[src/rtl/rf_wb_arbiter.sv]
// rf_wb_arbiter: shares the register-file write port between the in-order
// pipeline writeback stage (pipe) and the long-latency unit (lu), and keeps a
// scoreboard of registers with an outstanding lu result for decode RAW stalls.
//
// Optional build macro RF_WB_STARVE_GUARD_EN adds a starvation guard: after
// STARVE_MAX consecutive blocked cycles the lu is granted for one cycle while
// pipe_stall_o freezes the writeback stage. Without the macro the pipe always
// wins and pipe_stall_o is tied to 0.
//
// Handshake: the lu presents lu_valid_i with addr/data held stable; a transfer
// happens in any cycle where lu_valid_i and lu_ready_o are both 1. The pipe has
// no ready; its only backpressure is pipe_stall_o.
module rf_wb_arbiter #(
  parameter int ADDR_W     = 5,
  parameter int DATA_W     = 32,
  parameter int STARVE_MAX = 8
) (
  input  logic              clk,
  input  logic              rst,
  input  logic              pipe_we_i,
  input  logic [ADDR_W-1:0] pipe_waddr_i,
  input  logic [DATA_W-1:0] pipe_wdata_i,
  input  logic              lu_issue_i,
  input  logic [ADDR_W-1:0] lu_issue_addr_i,
  input  logic              lu_valid_i,
  input  logic [ADDR_W-1:0] lu_addr_i,
  input  logic [DATA_W-1:0] lu_data_i,
  output logic              lu_ready_o,
  input  logic [ADDR_W-1:0] rs_addr_i,
  input  logic [ADDR_W-1:0] rt_addr_i,
  output logic              raw_stall_o,
  output logic              pipe_stall_o,
  output logic              rf_we_o,
  output logic [ADDR_W-1:0] rf_waddr_o,
  output logic [DATA_W-1:0] rf_wdata_o
);

  localparam int NREG = 1 << ADDR_W;

  // Out-of-range STARVE_MAX shows up as this marker scope in the hierarchy.
  if (STARVE_MAX < 2 || STARVE_MAX > 255) begin : g_bad_starve_max
  end

  logic              pipe_req;
  logic              force_grant;
  logic              lu_ready;
  logic              lu_xfer;

  logic [NREG-1:0]   busy_q, busy_d;
  logic              rf_we_q, rf_we_d;
  logic [ADDR_W-1:0] rf_waddr_q, rf_waddr_d;
  logic [DATA_W-1:0] rf_wdata_q, rf_wdata_d;

  // Writes to r0 are discarded, so they never compete for the port.
  assign pipe_req = pipe_we_i && (pipe_waddr_i != '0);

`ifdef RF_WB_STARVE_GUARD_EN
  localparam logic [1:0] ST_IDLE  = 2'd0;
  localparam logic [1:0] ST_WAIT  = 2'd1;
  localparam logic [1:0] ST_FORCE = 2'd2;
  localparam logic [7:0] CNT_LAST = 8'(STARVE_MAX - 1);

  logic [1:0] state_q, state_d;
  logic [7:0] cnt_q, cnt_d;

  assign force_grant = (state_q == ST_FORCE);

  // Starvation tracking: cnt counts consecutive blocked cycles including the
  // current one; once it reaches STARVE_MAX-1 the next cycle is FORCE, which
  // makes FORCE the STARVE_MAX-th cycle of the lu's wait.
  always_comb begin
    state_d = state_q;
    cnt_d   = cnt_q;
    case (state_q)
      ST_IDLE, ST_WAIT: begin
        if (lu_valid_i && !lu_ready) begin
          cnt_d   = cnt_q + 8'd1;
          state_d = (cnt_d == CNT_LAST) ? ST_FORCE : ST_WAIT;
        end else begin
          cnt_d   = 8'd0;
          state_d = ST_IDLE;
        end
      end
      ST_FORCE: begin
        cnt_d   = 8'd0;
        state_d = ST_IDLE;
      end
      default: begin
        cnt_d   = 8'd0;
        state_d = ST_IDLE;
      end
    endcase
  end

  // Starvation FSM state and counter.
  always_ff @(posedge clk or negedge rst) begin
    if (!rst) begin
      state_q <= ST_IDLE;
      cnt_q   <= 8'd0;
    end else begin
      state_q <= state_d;
      cnt_q   <= cnt_d;
    end
  end
`else
  assign force_grant = 1'b0;
`endif

  assign lu_ready     = lu_valid_i && (force_grant || !pipe_req);
  assign lu_xfer      = lu_valid_i && lu_ready;
  assign lu_ready_o   = rst && lu_ready;
  assign pipe_stall_o = rst && force_grant;
  assign raw_stall_o  = rst && (busy_q[rs_addr_i] || busy_q[rt_addr_i]);

  // Port winner selection; addr/data hold when nothing is written.
  always_comb begin
    rf_we_d    = 1'b0;
    rf_waddr_d = rf_waddr_q;
    rf_wdata_d = rf_wdata_q;
    if (pipe_req && !force_grant) begin
      rf_we_d    = 1'b1;
      rf_waddr_d = pipe_waddr_i;
      rf_wdata_d = pipe_wdata_i;
    end else if (lu_xfer && (lu_addr_i != '0)) begin
      rf_we_d    = 1'b1;
      rf_waddr_d = lu_addr_i;
      rf_wdata_d = lu_data_i;
    end
  end

  // Scoreboard update: clear on lu transfer, then set on issue so a
  // same-register set wins; r0 is never tracked.
  always_comb begin
    busy_d = busy_q;
    if (lu_xfer) begin
      busy_d[lu_addr_i] = 1'b0;
    end
    if (lu_issue_i && (lu_issue_addr_i != '0)) begin
      busy_d[lu_issue_addr_i] = 1'b1;
    end
    busy_d[0] = 1'b0;
  end

  // Registered write port and scoreboard.
  always_ff @(posedge clk or negedge rst) begin
    if (!rst) begin
      rf_we_q    <= 1'b0;
      rf_waddr_q <= '0;
      rf_wdata_q <= '0;
      busy_q     <= '0;
    end else begin
      rf_we_q    <= rf_we_d;
      rf_waddr_q <= rf_waddr_d;
      rf_wdata_q <= rf_wdata_d;
      busy_q     <= busy_d;
    end
  end

  assign rf_we_o    = rf_we_q;
  assign rf_waddr_o = rf_waddr_q;
  assign rf_wdata_o = rf_wdata_q;

endmodule

[config.mk]
export PLATFORM = sky130hd
export DESIGN_NAME = rf_wb_arbiter
export DESIGN_NICKNAME = d
export VERILOG_FILES = /design/src/rtl/rf_wb_arbiter.sv
export SDC_FILE = /design/constraint.sdc
export NUM_CORES = 1
export LEC_CHECK = 0
export BUFFER_PORTS_ARGS = -buffer_cell sky130_fd_sc_hd__buf_2
export CAP_MARGIN = 20
export CORE_UTILIZATION = 30
export CTS_CLUSTER_SIZE = 10
export DETAILED_ROUTE_END_ITERATION = 10
export PLACE_DENSITY_LB_ADDON = 0.05
export SYNTH_ARGS = -nofsm -noshare
export SYNTH_HDL_FRONTEND = slang
export SYNTH_SLANG_ARGS = --single-unit
[constraint.sdc]
create_clock -name clk -period 2.93 [get_ports clk]
set_clock_uncertainty 0.1 [all_clocks]
set_input_delay 0.293 -clock clk [delete_from_list [all_inputs] [get_ports clk]]
set_output_delay 0.293 -clock clk [all_outputs]
set_load 0.005 [all_outputs]
==> impl_metrics.tcl <==
set metrics [dict create \
    htree_levels 3 \
    swShare 0.270 \
    worstHoldStart "pipe_wdata_i[0]" \
    synth_edf_count 0 \
    max_freq_ghz 0.402 \
    async_flop_share 1.00 \
    worstHoldEndpoint "rf_wdata_o[0]$_DFFE_PN0P_" \
    syn_avg_cell_area_um2 10.4 \
    netlist_top_cells_area "dfrtp_1, mux2i_1, mux4_2" \
    maxSlewViolCount 0 \
    grt_overflow 0 \
    wl_um 11100 \
    rsz0062_at_grt "false" \
    layout_min_cycle_time_ns 2.49 \
    syn_area_um2 3790 \
    wl_per_cell_um 16.8 \
    syn-num-nets 459 \
    clock_latency_ns 0.33 \
    synth_top_cell_area_share 0.455 \
    switchingPower_uw 783 \
    postCtsSetupRepairBufs 0 \
    area_growth_pct 29.2 \
    hold_path.class "primary input to flip-flop" \
    whs_path_depth 3 \
    cp_max_fo 3 \
    via_per_inst 4.83 \
    final_nets 584 \
    die_h_um 114 \
    start_kind "flip-flop" \
    r2r_cells 1 \
    synth_commonest_cells "nand2_1, dfrtp_1, mux2i_1, o21ai_0, clkbuf_1" \
    maxCapViolations 0 \
    ys_types 45 \
    antenna_found_initial 0 \
    grt_pass1_vias 3372 \
    crit_path_end_kind "output port" \
    floorplan.die_area_um2 13100 \
    grt_max_degree 65 \
    p_int_uw 2120 \
    slew_headroom 0.529 \
    cp_num_buf_inv 1 \
    ys_seq_elements 69 \
    cts-root-buf "clkbuf_16" \
    cp_cell_sequence "mux4_2 > mux2_2 > o311ai_0 > a221o_1 > nand3_1 > buf_2" \
    finalSetupTns_ns 0 \
    fin_ws_ns 0.444 \
    synth.most_common_cell "nand2_1" \
    grt_use_total 0.183 \
    whs_ns 0.0665 \
    synthFlopType "dfrtp_1" \
    regToRegSetupSlack_ns 2.07 \
    multi_input_area_um2 1940 \
    period_share 0.849 \
    grt_pass1_wl_um 18200 \
    yosysSeqAreaShare 0.455 \
    drive_gt1_frac 0.351 \
    critPathSlowestCell "mux4_2" \
    syn_inst 365 \
    numClockSinks 69 \
    cts.repair.resized 0 \
    pre_cts_ws_ns 0.579 \
    ant_nets 0 \
    path_class "flip-flop to output port" \
    drc 0 \
    r2r_end "busy_q[15]$_DFF_PN0_" \
    run_status "finished clean" \
    rr_startpoint "busy_q[15]$_DFF_PN0_" \
    port_buffers 133 \
    rows 40 \
    p_leak_uw 0.00232 \
    p_per_area_nw_per_um2 592 \
    dp_hpwl_um 8330 \
    gp_congestion 0.773 \
    clkTransAtPathRegs_ns 0.06 \
    tightest_slew_ns 0.705 \
    diodes 0 \
    drtIter0Drc 98 \
    synthDominantAreaCellType "dfrtp_1" \
    vdd_ir_drop_max_uv 199 \
    p_total_uw 2900 \
    cts_buffer_depth 2 \
    regArea_um2 1730 \
    die_w_um 114 \
    crit_required_ns 2.54 \
    dr_total_vias 3193 \
    finalHoldViolCount 0 \
    pwr-share-clk 0.365 \
    crit_family "multiplexers" \
    ios 135 \
    setup_viol 0 \
    hold_buffers 1 \
    comb_power_share 0.203 \
    fillers 1247 \
    numCtsBuffers 9 \
    p_seq_frac 0.432 \
    drtPass1Iterations 4 \
    initial_core_util 0.312 \
    core_area_um2 12200 \
    ys_warn_count 0 \
    cts_tree "built" \
    crit_arrival_ns 2.09 \
    max_stage_delay_ns 0.47 \
]
power groups by stage:
| stage | combinational, µW | clock (µW) | sequential [µW] |
|---|---|---|---|
| after floorplan | 370 | 0 | 1210 |
| after global placement | 592 | 0 | 1260 |
| after detailed placement | 598 | 0 | 1260 |
| after CTS | 599 | 1090 | 1250 |
| after global routing | 659 | 1130 | 1270 |
| final | 589 | 1060 | 1250 |
final cells by class:
class / instances / share of cell area
clock buffer: 12 / 0.0503
sequential: 69 / 0.352
inverter: 4 / 0.00306
timing repair buffer: 139 / 0.149
tap: 168 / 0.0429
clock inverter: 2 / 0.00715
multi-input combinational: 267 / 0.396
cell families after synthesis:
group                  synth area share
and+or+nand+nor                   0.175
muxes                             0.190
buffers and inverters            0.0376
AOI/OAI and AO/OA                 0.141
DFF                               0.455
other                          0.000988
cells in the final DEF, fill, tap and decap left out, types with 6 or more instances in the layout:
cell       count
nand2_1       78
dfrtp_1       69
nor3b_1        6
mux2i_1       37
clkbuf_16      9
buf_2        132
nor2_1         9
nor2b_1        6
o2bb2ai_1     12
o21ai_0       29
mux4_2        14
a22o_1        14
nand3_1        6
registers in the layout (all words and copies together) (netlist names):
| register | flops |
|---|---|
| busy_q | 31 |
| rf_we_o | 1 |
| rf_wdata_o | 32 |
| rf_waddr_o | 5 |
layer usage:
layer / vias to the layer above / track usage / wire [µm]
met4: 0 / 0.0519 / 86
met5: - / 0 / 0
met1: 1503 / 0.241 / 5110
met3: 5 / 0.0540 / 775
met2: 107 / 0.291 / 5160
li1: 1578 / - / -
worst max-delay path by stage:
stage | start | endpoint | slack (ns) | depth (start not counted)
floorplan | rs_addr_i[2] | raw_stall_o | 0.80 | 6
global placement | rs_addr_i[2] | raw_stall_o | 0.57 | 7
detailed placement | rs_addr_i[2] | raw_stall_o | 0.58 | 7
CTS | busy_q[23]$_DFF_PN0_ | raw_stall_o | 0.42 | 6
global route | busy_q[22]$_DFF_PN0_ | raw_stall_o | 0.19 | 6
finish | busy_q[19]$_DFF_PN0_ | raw_stall_o | 0.44 | 6
per-stage QoR:
step / cell area (µm²) / std cells / utilization
global route: 4900 / 661 / 0.403
global placement: 4610 / 646 / 0.379
finish: 4900 / 661 / 0.403
CTS: 4900 / 661 / 0.403
floorplan: 3790 / 365 / -
detailed placement: 4610 / 646 / 0.379
Note: power is estimated with default switching activity, not from simulation.
